File: config.mk
export PLATFORM = sky130hd
export DESIGN_NAME = store_expect_table
export DESIGN_NICKNAME = d
export VERILOG_FILES = /design/src/rtl/store_expect_table.sv
export SDC_FILE = /design/constraint.sdc
export NUM_CORES = 1
export LEC_CHECK = 0
export CORE_MARGIN = 2
export CORE_UTILIZATION = 60
export CTS_BUF_LIST = sky130_fd_sc_hd__clkbuf_2 sky130_fd_sc_hd__clkbuf_4 sky130_fd_sc_hd__clkbuf_8
export DETAILED_ROUTE_END_ITERATION = 10
export PLACE_DENSITY = 0.81
export SKIP_CTS_REPAIR_TIMING = 1
export SLEW_MARGIN = 0
export SYNTH_ARGS = -nofsm -noshare
export SYNTH_HDL_FRONTEND = slang
export SYNTH_SLANG_ARGS = --single-unit
export TNS_END_PERCENT = 100
File: constraint.sdc
create_clock -name clk -period 14.1 [get_ports clk]
set_input_delay 1.41 -clock clk [delete_from_list [all_inputs] [get_ports clk]]
set_output_delay 1.41 -clock clk [all_outputs]
set_load 0.01 [all_outputs]
File: src/rtl/store_expect_table.sv
// Expected-store table: appends {addr, data} entries at exp_count, flags
// dropped writes as overflow, and reads the entry at the run's read pointer.
module store_expect_table #(
  parameter int XLEN  = 32,
  parameter int DEPTH = 8,
  parameter int CW    = $clog2(DEPTH + 1)
) (
  input  logic            clk,
  input  logic            reset,
  input  logic            clear,
  input  logic            wr_en,
  input  logic [XLEN-1:0] wr_addr,
  input  logic [XLEN-1:0] wr_data,
  input  logic [CW-1:0]   rd_ptr,
  output logic [CW-1:0]   exp_count,
  output logic            overflow,
  output logic [XLEN-1:0] rd_addr,
  output logic [XLEN-1:0] rd_data
);

  localparam int IW = (DEPTH > 1) ? $clog2(DEPTH) : 1;

  logic [2*XLEN-1:0] mem_q [DEPTH];
  logic [CW-1:0]     count_q;
  logic              ovf_q;
  logic              full_s;
  logic [2*XLEN-1:0] rd_entry_s;

  assign full_s = (count_q == CW'(DEPTH));

  // Table storage is never reset; only count_q decides which entries are live.
  always_ff @(posedge clk) begin
    if (wr_en && !clear && !full_s) begin
      mem_q[count_q[IW-1:0]] <= {wr_addr, wr_data};
    end
  end

  always_ff @(posedge clk or posedge reset) begin
    if (reset) begin
      count_q <= '0;
      ovf_q   <= 1'b0;
    end else if (clear) begin
      count_q <= '0;
      ovf_q   <= 1'b0;
    end else if (wr_en) begin
      if (full_s) begin
        ovf_q <= 1'b1;
      end else begin
        count_q <= count_q + CW'(1);
      end
    end
  end

  always_comb begin
    rd_entry_s = '0;
    if (rd_ptr < CW'(DEPTH)) begin
      rd_entry_s = mem_q[rd_ptr[IW-1:0]];
    end else begin
      rd_entry_s = '0;
    end
  end

  assign rd_addr   = rd_entry_s[2*XLEN-1:XLEN];
  assign rd_data   = rd_entry_s[XLEN-1:0];
  assign exp_count = count_q;
  assign overflow  = ovf_q;

endmodule

==> results.py <==
metrics = {
    "synthesis": {
        "yosysSeqAreaShare_pct": 78.7,
        "yosysTopAreaCell": "edfxtp_1",
        "synth_area_leaders": "edfxtp_1, mux4_2, mux2i_1",
        "synth_xor_area_share_pct": 0.0445,
        "synth_compound_area_share_pct": 0.178,
        "synth_top_cell_area_share_pct": 78.0,
        "synth_fp_nets": 927,
        "yosys_warnings": 0,
        "syn_area_mm2": 0.0197,
        "synth-simple-area-share_pct": 1.80,
        "synth_top_family_by_area": "multiplexers",
        "synth_fa_ha_area_share_pct": 0.127,
        "synth_seq_cells": 517,
        "ys_types": 23,
        "synth.avg_cell_area_um2": 23.1,
        "synthMuxAreaShare_pct": 17.9,
        "postSynthCellCount": 853,
    },
    "hold_path": {
        "hold_class": "flop to flop",
    },
    "finish": {
        "nets": 1118,
        "drive_above_1_share_pct": 24.3,
        "num-fill-cells": 1841,
        "seq_area_mm2": 0.0155,
        "multi_input_area_mm2": 0.00400,
        "syn_to_final_growth_pct": 17.0,
    },
    "drt": {
        "viasPerCell": 5.90,
        "drtAntennaViolNets": 0,
        "wl_per_cell_um": 23.7,
        "post-route-drc-count": 0,
        "dr_total_vias": 9146,
        "wirelength_um": 36700,
        "first_iter_violations": 850,
        "firstDrtPassIters": 5,
    },
    "setup_path": {
        "cp_max_fo": 50,
        "startpoint_type": "input port",
        "path_class": "input port to primary output",
        "worst-endpoint-required_ns": 12.69,
        "arrival_ns": 4.97,
        "end_kind": "primary output",
    },
    "power": {
        "share_comb_of_total_power_pct": 5.9,
        "power.total_mw": 3.03,
        "irDropWorstVdd_uv": 66.1,
        "seqPwrFrac_pct": 56.6,
        "switchingPower_mw": 0.634,
        "powerDensity_mw_per_mm2": 131,
        "p_leak_nw": 7.46,
        "p_clk_share_pct": 37.4,
        "switching_share_pct": 20.9,
        "intPower_mw": 2.39,
    },
    "placement": {
        "portBuffers": 140,
        "gp_congestion": 0.752,
        "hpwlAfterDp_um": 18500,
    },
    "floorplan": {
        "die_h_um": 185,
        "pin_count": 141,
        "dieArea_mm2": 0.0343,
        "core_mm2": 0.0325,
        "initial_core_util_pct": 60.7,
        "die_w_um": 185,
        "row_count": 66,
    },
    "clocking": {
        "cts-root-buf": "clkbuf_8",
        "cts_buffers": 79,
        "cts_tree": "yes",
        "path_clk_slew_ns": 0.06,
        "h-tree-depth": 3,
        "clk_latency_ns": 0.61,
        "clock_path_buffers": 3,
        "cts.sinks": 517,
    },
    "timing": {
        "setup_violations": 0,
        "timing.setup.tns_ns": 0,
        "max_clock_freq_mhz": 157,
        "tightestPinTransition_ns": 1.12,
        "rsz0062_at_grt": "no",
        "layout_min_cycle_time_ns": 6.38,
        "finalHoldViolations": 0,
        "drv_slew": 0,
        "fin_skew_ns": 0.0238,
        "holdWs_ns": 0.514,
        "fin_crit_sh_pct": 45.3,
        "maxSlewHeadroom_pct": 25.4,
    },
    "global_route": {
        "grt_pass1_vias": 9596,
        "grt_max_degree": 79,
        "antenna_found_initial": 3,
        "grt_overflow": 0,
        "grt_first_pass_wirelength_um": 55300,
        "grt_usage_pct": 22.1,
    },
    "run_status": {
        "status": "complete, no violations",
    },
    "job": {
        "maxCapViolCount": 0,
    },
}
placed cells by master (no fill, tap or decap), types with 5 or more instances in the layout:
cell / count
edfxtp_1: 512
clkdlybuf4s50_1: 136
mux4_2: 128
clkbuf_8: 81
nor2_1: 66
mux2i_1: 64
clkinv_1: 27
clkbuf_4: 24
buf_4: 14
nor2_4: 6
inv_1: 5
dfrtp_1: 5
sequential cells by signal (all words and copies together) (netlist names):
| register | cells |
|---|---|
| mem_q | 512 |
| exp_count | 4 |
| overflow | 1 |
path summary, 6_finish.rpt:
check                                         startpoint                  endpoint  slack [ns]  cells past startpoint
worst max-delay path                           rd_ptr[1]               rd_data[13]        7.72                      7
worst min-delay path                overflow$_DFFE_PP0P_      overflow$_DFFE_PP0P_        0.51                      2
worst max register to register  exp_count[1]$_DFFE_PP0P_    mem_q[2][34]$_DFFE_PP_       10.87                      6
worst min register to register      overflow$_DFFE_PP0P_      overflow$_DFFE_PP0P_        0.51                      2
max in group asynchronous                          reset  exp_count[2]$_DFFE_PP0P_       12.94                      2
min in group asynchronous                          reset  exp_count[3]$_DFFE_PP0P_        0.99                      2
area by class of cell:
type	count	share of cell area (%)
diodes	4	0.0434
clock inverters	38	0.793
clock buffers	104	5.56
inverters	5	0.0814
flip-flops and latches	517	67.3
repair buffers	153	6.49
well taps	442	2.40
multi-input cells	288	17.4
metrics by stage:
stage / setup slack, ns / utilization, % / area, µm² / std cells
floorplan: 7.18 / - / 19700 / 853
global route: 7.36 / 71.0 / 23000 / 1547
global placement: 7.63 / 66.5 / 21600 / 1405
finish: 7.72 / 71.0 / 23000 / 1551
detailed placement: 7.60 / 66.5 / 21600 / 1405
CTS: 7.59 / 71.0 / 23000 / 1547
worst max-delay path, stage by stage:
cell and delay, ns:
clkbuf_8 0.43, buf_4 0.86, buf_4 0.76, mux4_2 0.60, mux2i_1 0.15, nor2_1 0.12
clkdlybuf4s50_1 0.55
per-layer routing:
| metal | vias to the layer above | track usage, % | routed length (µm) |
|---|---|---|---|
| li1 | 3966 | - | - |
| met2 | 367 | 34.8 | 18200 |
| met5 | - | 0 | 0 |
| met3 | 56 | 5.31 | 2820 |
| met1 | 4757 | 31.3 | 15200 |
| met4 | 0 | 6.95 | 572 |
logic make-up (layout without fill, tap and decap cells):
family,Yosys count,count (layout)
mux,192,192
buf+inv,48,300
xor+xnor,1,1
fa+ha+maj,2,2
other cells,0,4
simple gates,86,86
flops,517,517
compound gates,7,7
cells in the mapped netlist, drive strengths merged:
cell type  number
nand4           1
and3b           1
nand2b          2
or4             2
edfxtp        512
xor2            1
a21oi           4
inv             5
buf            36
mux4          128
nor3            2
o21ai           3
dfrtp           5
mux2i          64
nand2           2
nor2           72
nand3           2
nand3b          2
ha              2
clkbuf          7
power by group through the flow:
| stage | logic (mW) | registers [mW] | clock network (mW) |
|---|---|---|---|
| 2_1_floorplan | 0.0970 | 1.75 | 0 |
| 3_3_place_gp | 0.178 | 1.74 | 0 |
| 3_5_place_dp | 0.182 | 1.75 | 0 |
| 4_1_cts | 0.183 | 1.71 | 1.16 |
| 5_1_grt | 0.194 | 1.71 | 1.22 |
| 6_report | 0.180 | 1.71 | 1.13 |
Power figures use the tool's default switching activity.
==> edit 1: new RTL, same flow settings <==
Set the parameter `XLEN` to 64 (it was 32).
--- a/src/rtl/store_expect_table.sv
+++ b/src/rtl/store_expect_table.sv
@@ -2,5 +2,5 @@
 // dropped writes as overflow, and reads the entry at the run's read pointer.
 module store_expect_table #(
-  parameter int XLEN  = 32,
+  parameter int XLEN  = 64,
   parameter int DEPTH = 8,
   parameter int CW    = $clog2(DEPTH + 1)
Ports: changed (resized rd_addr, rd_data, wr_addr and wr_data); port bits go from 141 to 269. The function was not compared with the original's and may differ.
==> edit 1 against the original RTL <==
Worst hold slack worse by 0.0045 ns; first-iteration DRC count grew 78%; sequential cell count up 512; area after synthesis increased by 99%; design area rose by 98%; cell count is 94% higher; combinational power rose by 99%; via count rose by 98%; routed wire length up 110%; setup slack worse by 0.23 ns; power is 100% higher; largest cell class unchanged; register-to-register slack worse by 1.3 ns; critical path type unchanged.
==> edit 1: results (changes against the original RTL) <==
metric,value,unit,change
cts.htree.levels,4,,+1
number_of_cells_on_the_worst_reg_to_reg_path,7,,+1
largest_stage_delay_worst_path,0.93,ns,+0.07 ns
numCtsBuffers,157,,+99%
critical_path.reg2reg.endpoint,mem_q[6][88]$_DFFE_PP_,,
grt_pass1_vias,19400,,+100%
hold_end,overflow$_DFFE_PP0P_,,
hold_ws,0.509,ns,-0.00450 ns
post_synth_main_area_contributors,"edfxtp_1, mux4_2, mux2i_1",,
largest_register_ff_count,1024,,+100%
synth.cells.most_frequent,"edfxtp_1, mux4_2, nor2_1",,
slew-limit-headroom,22.0,%,-3.3 points
finClkSkew,0.0200,ns,-0.00375 ns
setup.reg_to_reg.worst_slack,9.57,ns,-1.30 ns
worstPathMaxFanout,104,,+110%
place.gp.congestion,0.692,,-7.9%
power_density,134,nW/um^2,+1.8%
fillers,3704,,+100%
seq_area_frac_synth,78.8,%,+0.11 points
insertion_delay_to_the_later_sink_of_the_worst_skew_pair,0.78,ns,+0.17 ns
wirelength,76.8,mm,+110%
fraction_of_layout_cells_with_a_size_suffix_above_1,24.7,%,+0.49 points
synthDistinctLibCells,24,,+4.3%
power.sequential.total,3.41,mW,+99%
drt-vias-per-instance,6.01,,+1.9%
cts.clk_slew.worst_paths,0.06,ns,about the same
portBuffers,268,,+91%
maximum_number_of_pins_on_one_net_before_global_route_repair,157,,+99%
syn-num-nets,1802,,+94%
preCtsSetupSlack,7.32,ns,-0.278 ns
hpwlAfterDp,38.6,mm,+110%
grt_pass1_wl,117,mm,+110%
vias,18100,,+98%
run_status,"finished, final reports clean",,
grt_util_all_layers,23.6,%,+1.5 points
place_inst,2719,,+94%
report.final.setup_viol,0,,unchanged
p_leak,14.8,nW,+98%
swShare,20.9,%,-0.079 points
antenna_found_initial,11,,+8
detail_route.iter0.violations,1517,,+78%
worstPathArrival,5.20,ns,+0.23 ns
clockNetworkPower,2.34,mW,+110%
setup_slack,7.49,ns,-0.233 ns
async_reset_ff_share,0.486,%,-0.48 points
finish.net_count,2161,,+93%
## edit 1: routing by layer
metal,wire (um),global-route usage [%]
met3,4970,5.45
met4,1600,7.57
met5,71,0
met2,39600,38.7
met1,30600,32.1
## edit 1: cells by family after synthesis
logic type	synth area share [%]
multiplexers	18.0
adder cells (fa/ha/maj)	0.0638
AND/OR/NAND/NOR	1.52
AO/OA/AOI/OAI	0.0894
XOR/XNOR	0.0224
buffers and inverters	1.55
flip-flops	78.8
## edit 1: layout make-up
type	count	area [um^2]	area share, %
Tap cell	855	1070	2.34
Clock inverter	62	359	0.786
Multi-Input combinational cell	544	7770	17.0
Sequential cell	1029	30900	67.6
Clock buffer	220	2650	5.81
Timing Repair Buffer	286	2930	6.41
Antenna cell	5	12.5	0.0274
Inverter	5	18.8	0.0411
## edit 1: worst min-delay path, cell delays in order, from the launching register on
cell and delay [ns]:
dfrtp_1 0.35, a21oi_1 0.05, nor2_1 0.08
==> edit 2: new RTL, config.mk and constraints unchanged <==
Made on the original files. Register the inputs `clear`, `wr_en`, `wr_addr`, `wr_data` and `rd_ptr` before use, without a reset. The logic sees them one clock later.
--- a/src/rtl/store_expect_table.sv
+++ b/src/rtl/store_expect_table.sv
@@ -21,4 +21,18 @@
   localparam int IW = (DEPTH > 1) ? $clog2(DEPTH) : 1;
 
+  logic clear_q;
+  logic wr_en_q;
+  logic [XLEN-1:0] wr_addr_q;
+  logic [XLEN-1:0] wr_data_q;
+  logic [CW-1:0] rd_ptr_q;
+
+  always_ff @(posedge clk) begin
+    clear_q   <= clear;
+    wr_en_q   <= wr_en;
+    wr_addr_q <= wr_addr;
+    wr_data_q <= wr_data;
+    rd_ptr_q  <= rd_ptr;
+  end
+
   logic [2*XLEN-1:0] mem_q [DEPTH];
   logic [CW-1:0]     count_q;
@@ -31,6 +45,6 @@
   // Table storage is never reset; only count_q decides which entries are live.
   always_ff @(posedge clk) begin
-    if (wr_en && !clear && !full_s) begin
-      mem_q[count_q[IW-1:0]] <= {wr_addr, wr_data};
+    if (wr_en_q && !clear_q && !full_s) begin
+      mem_q[count_q[IW-1:0]] <= {wr_addr_q, wr_data_q};
     end
   end
@@ -40,8 +54,8 @@
       count_q <= '0;
       ovf_q   <= 1'b0;
-    end else if (clear) begin
+    end else if (clear_q) begin
       count_q <= '0;
       ovf_q   <= 1'b0;
-    end else if (wr_en) begin
+    end else if (wr_en_q) begin
       if (full_s) begin
         ovf_q <= 1'b1;
@@ -54,6 +68,6 @@
   always_comb begin
     rd_entry_s = '0;
-    if (rd_ptr < CW'(DEPTH)) begin
-      rd_entry_s = mem_q[rd_ptr[IW-1:0]];
+    if (rd_ptr_q < CW'(DEPTH)) begin
+      rd_entry_s = mem_q[rd_ptr_q[IW-1:0]];
     end else begin
       rd_entry_s = '0;
Check against the original RTL: not equivalent (a bounded check fails within 4 cycles, from zero or initial values and one cycle with reset high).
==> edit 2 against the original RTL <==
Setup slack gained 0.26 ns; count of clock-buffer cells in the layout is 34 higher; sequential power grew 15%; area after synthesis up 7.1%; design area grew 8.0%; routed wire length is 5.7% higher; power rose by 16%; maximum frequency is 4.2% higher; sequential cell count up 70; worst hold slack got worse by 0.0054 ns; cell count rose by 6.7%.
==> edit 2: results (changes against the original RTL) <==
metric,value,unit,change
insertion_delay_to_the_later_sink_of_the_worst_skew_pair,0.63,ns,+0.02 ns
numCtsBuffers,89,,+13%
worstPathMaxFanout,53,,+6.0%
routedWlPerCell,23.5,um,-0.92%
seq_area_frac_synth,80.1,%,+1.4 points
fraction_of_layout_cells_with_a_size_suffix_above_1,25.6,%,+1.3 points
critical-path-slowest-cell,dfxtp_4,,
antennaDiodeCount,0,,-4
syn-num-nets,996,,+7.4%
slew-limit-headroom,24.9,%,-0.51 points
number_of_cells_on_the_worst_reg_to_reg_path,5,,-1
maximum_number_of_pins_on_one_net_before_global_route_repair,66,,-16%
clock_tree.root_cell,clkbuf_8,,
place_inst,1489,,+6.0%
setup.reg_to_reg.worst_slack,10.81,ns,-0.06 ns
regToRegStartpoint,exp_count[0]$_DFFE_PP0P_,,
fillers,1923,,+4.5%
final_cell_count_no_fill,1655,,+6.7%
preCtsSetupSlack,8.49,ns,+0.894 ns
async_reset_ff_share,0.852,%,-0.12 points
drt-vias-per-instance,5.85,,-0.87%
placement_stage_cell_area,23000,um^2,+6.7%
grt_pass1_vias,10100,,+5.4%
p_leak,8.30,nW,+11%
grt_pass1_wl,58.4,mm,+5.5%
hpwlAfterDp,20.3,mm,+9.8%
cts.clk_slew.worst_paths,0.06,ns,about the same
run_status,"finished, final reports clean",,
synth.cells.most_frequent,"edfxtp_1, mux4_2, nor2_1",,
largest_stage_delay_worst_path,1.05,ns,+0.19 ns
critical_path.reg2reg.endpoint,mem_q[1][47]$_DFFE_PP_,,
detail_route.iter0.violations,887,,+4.4%
synthDistinctLibCells,26,,+13%
grt_util_all_layers,21.9,%,-0.14 points
firstDrtPassIters,6,,+1
finish.net_count,1199,,+7.2%
antenna_found_initial,0,,-3
avgSynthCellArea,22.9,um^2,-0.89%
finClkSkew,0.0271,ns,+0.00332 ns
## edit 2: cell count changes after synthesis, moves of 2 or more
| cell | unedited run | this run |
|---|---|---|
| nand2b_1 | 2 | 0 |
| buf_2 | 15 | 20 |
| dfxtp_1 | 0 | 70 |
| buf_1 | 8 | 2 |
| or4_1 | 2 | 0 |
## edit 2: worst min-delay path, delay by kind of cell, from the launching register on
family,cells,cell delay [ns]
compound gates,1,0.04
flops,1,0.35
simple gates,1,0.08
## edit 2: per-stage QoR
stage	util [%]	hold WS, ns	power (mW)
floorplan	-	0.507	2.07
CTS	71.9	0.517	3.55
finish	71.9	0.508	3.52
global placement	66.5	0.494	2.14
global route	71.9	0.548	3.64
detailed placement	66.5	0.500	2.15
## edit 2: metal layers
layer	wire (um)	GRT usage (%)	vias up	share of wire [%]
met5	0	0	-	0
met4	472	6.36	0	1.2
met3	3100	4.85	43	8.0
met2	19200	34.9	397	50
met1	16000	31.2	5019	41
li1	-	-	4215	-
## edit 2: cells by family (layout without fill, tap and decap cells)
logic type,after synthesis,after routing,synth area share [%]
mux,192,192,16.7
buf+inv,48,326,1.24
xor+xnor,1,1,0.0415
compound gates,8,8,0.255
fa+ha+maj,2,2,0.119
simple gates,84,84,1.58
flops,587,587,80.1
## edit 2: worst max path at each step
stage / endpoint / startpoint / slack, ns / depth (start not counted)
5_1_grt: rd_data[13] / rd_ptr_q[1]$_DFF_P_ / 7.52 / 6
3_3_place_gp: rd_data[13] / rd_ptr_q[1]$_DFF_P_ / 8.53 / 6
4_1_cts: rd_data[13] / rd_ptr_q[1]$_DFF_P_ / 7.79 / 6
6_report: rd_data[13] / rd_ptr_q[1]$_DFF_P_ / 7.98 / 6
2_1_floorplan: mem_q[0][0]$_DFFE_PP_ / exp_count[0]$_DFFE_PP0P_ / 7.92 / 4
3_5_place_dp: rd_data[13] / rd_ptr_q[1]$_DFF_P_ / 8.49 / 6
## edit 2: cell type report
| class | instances | area [um^2] | share of cell area, % |
|---|---|---|---|
| multi-input cells | 287 | 4000 | 16.1 |
| clock inverters | 28 | 193 | 0.774 |
| clock buffers | 138 | 1670 | 6.73 |
| flip-flops and latches | 587 | 16900 | 68.0 |
| inverters | 5 | 18.8 | 0.0754 |
| well taps | 455 | 569 | 2.29 |
| repair buffers | 155 | 1510 | 6.08 |
## edit 2: power by group
| part | internal (mW) | switching, mW | total [mW] |
|---|---|---|---|
| clock network | 0.796 | 0.614 | 1.41 |
| logic | 0.0888 | 0.0631 | 0.152 |
| registers | 1.92 | 0.0384 | 1.96 |
| total | 2.80 | 0.715 | 3.52 |
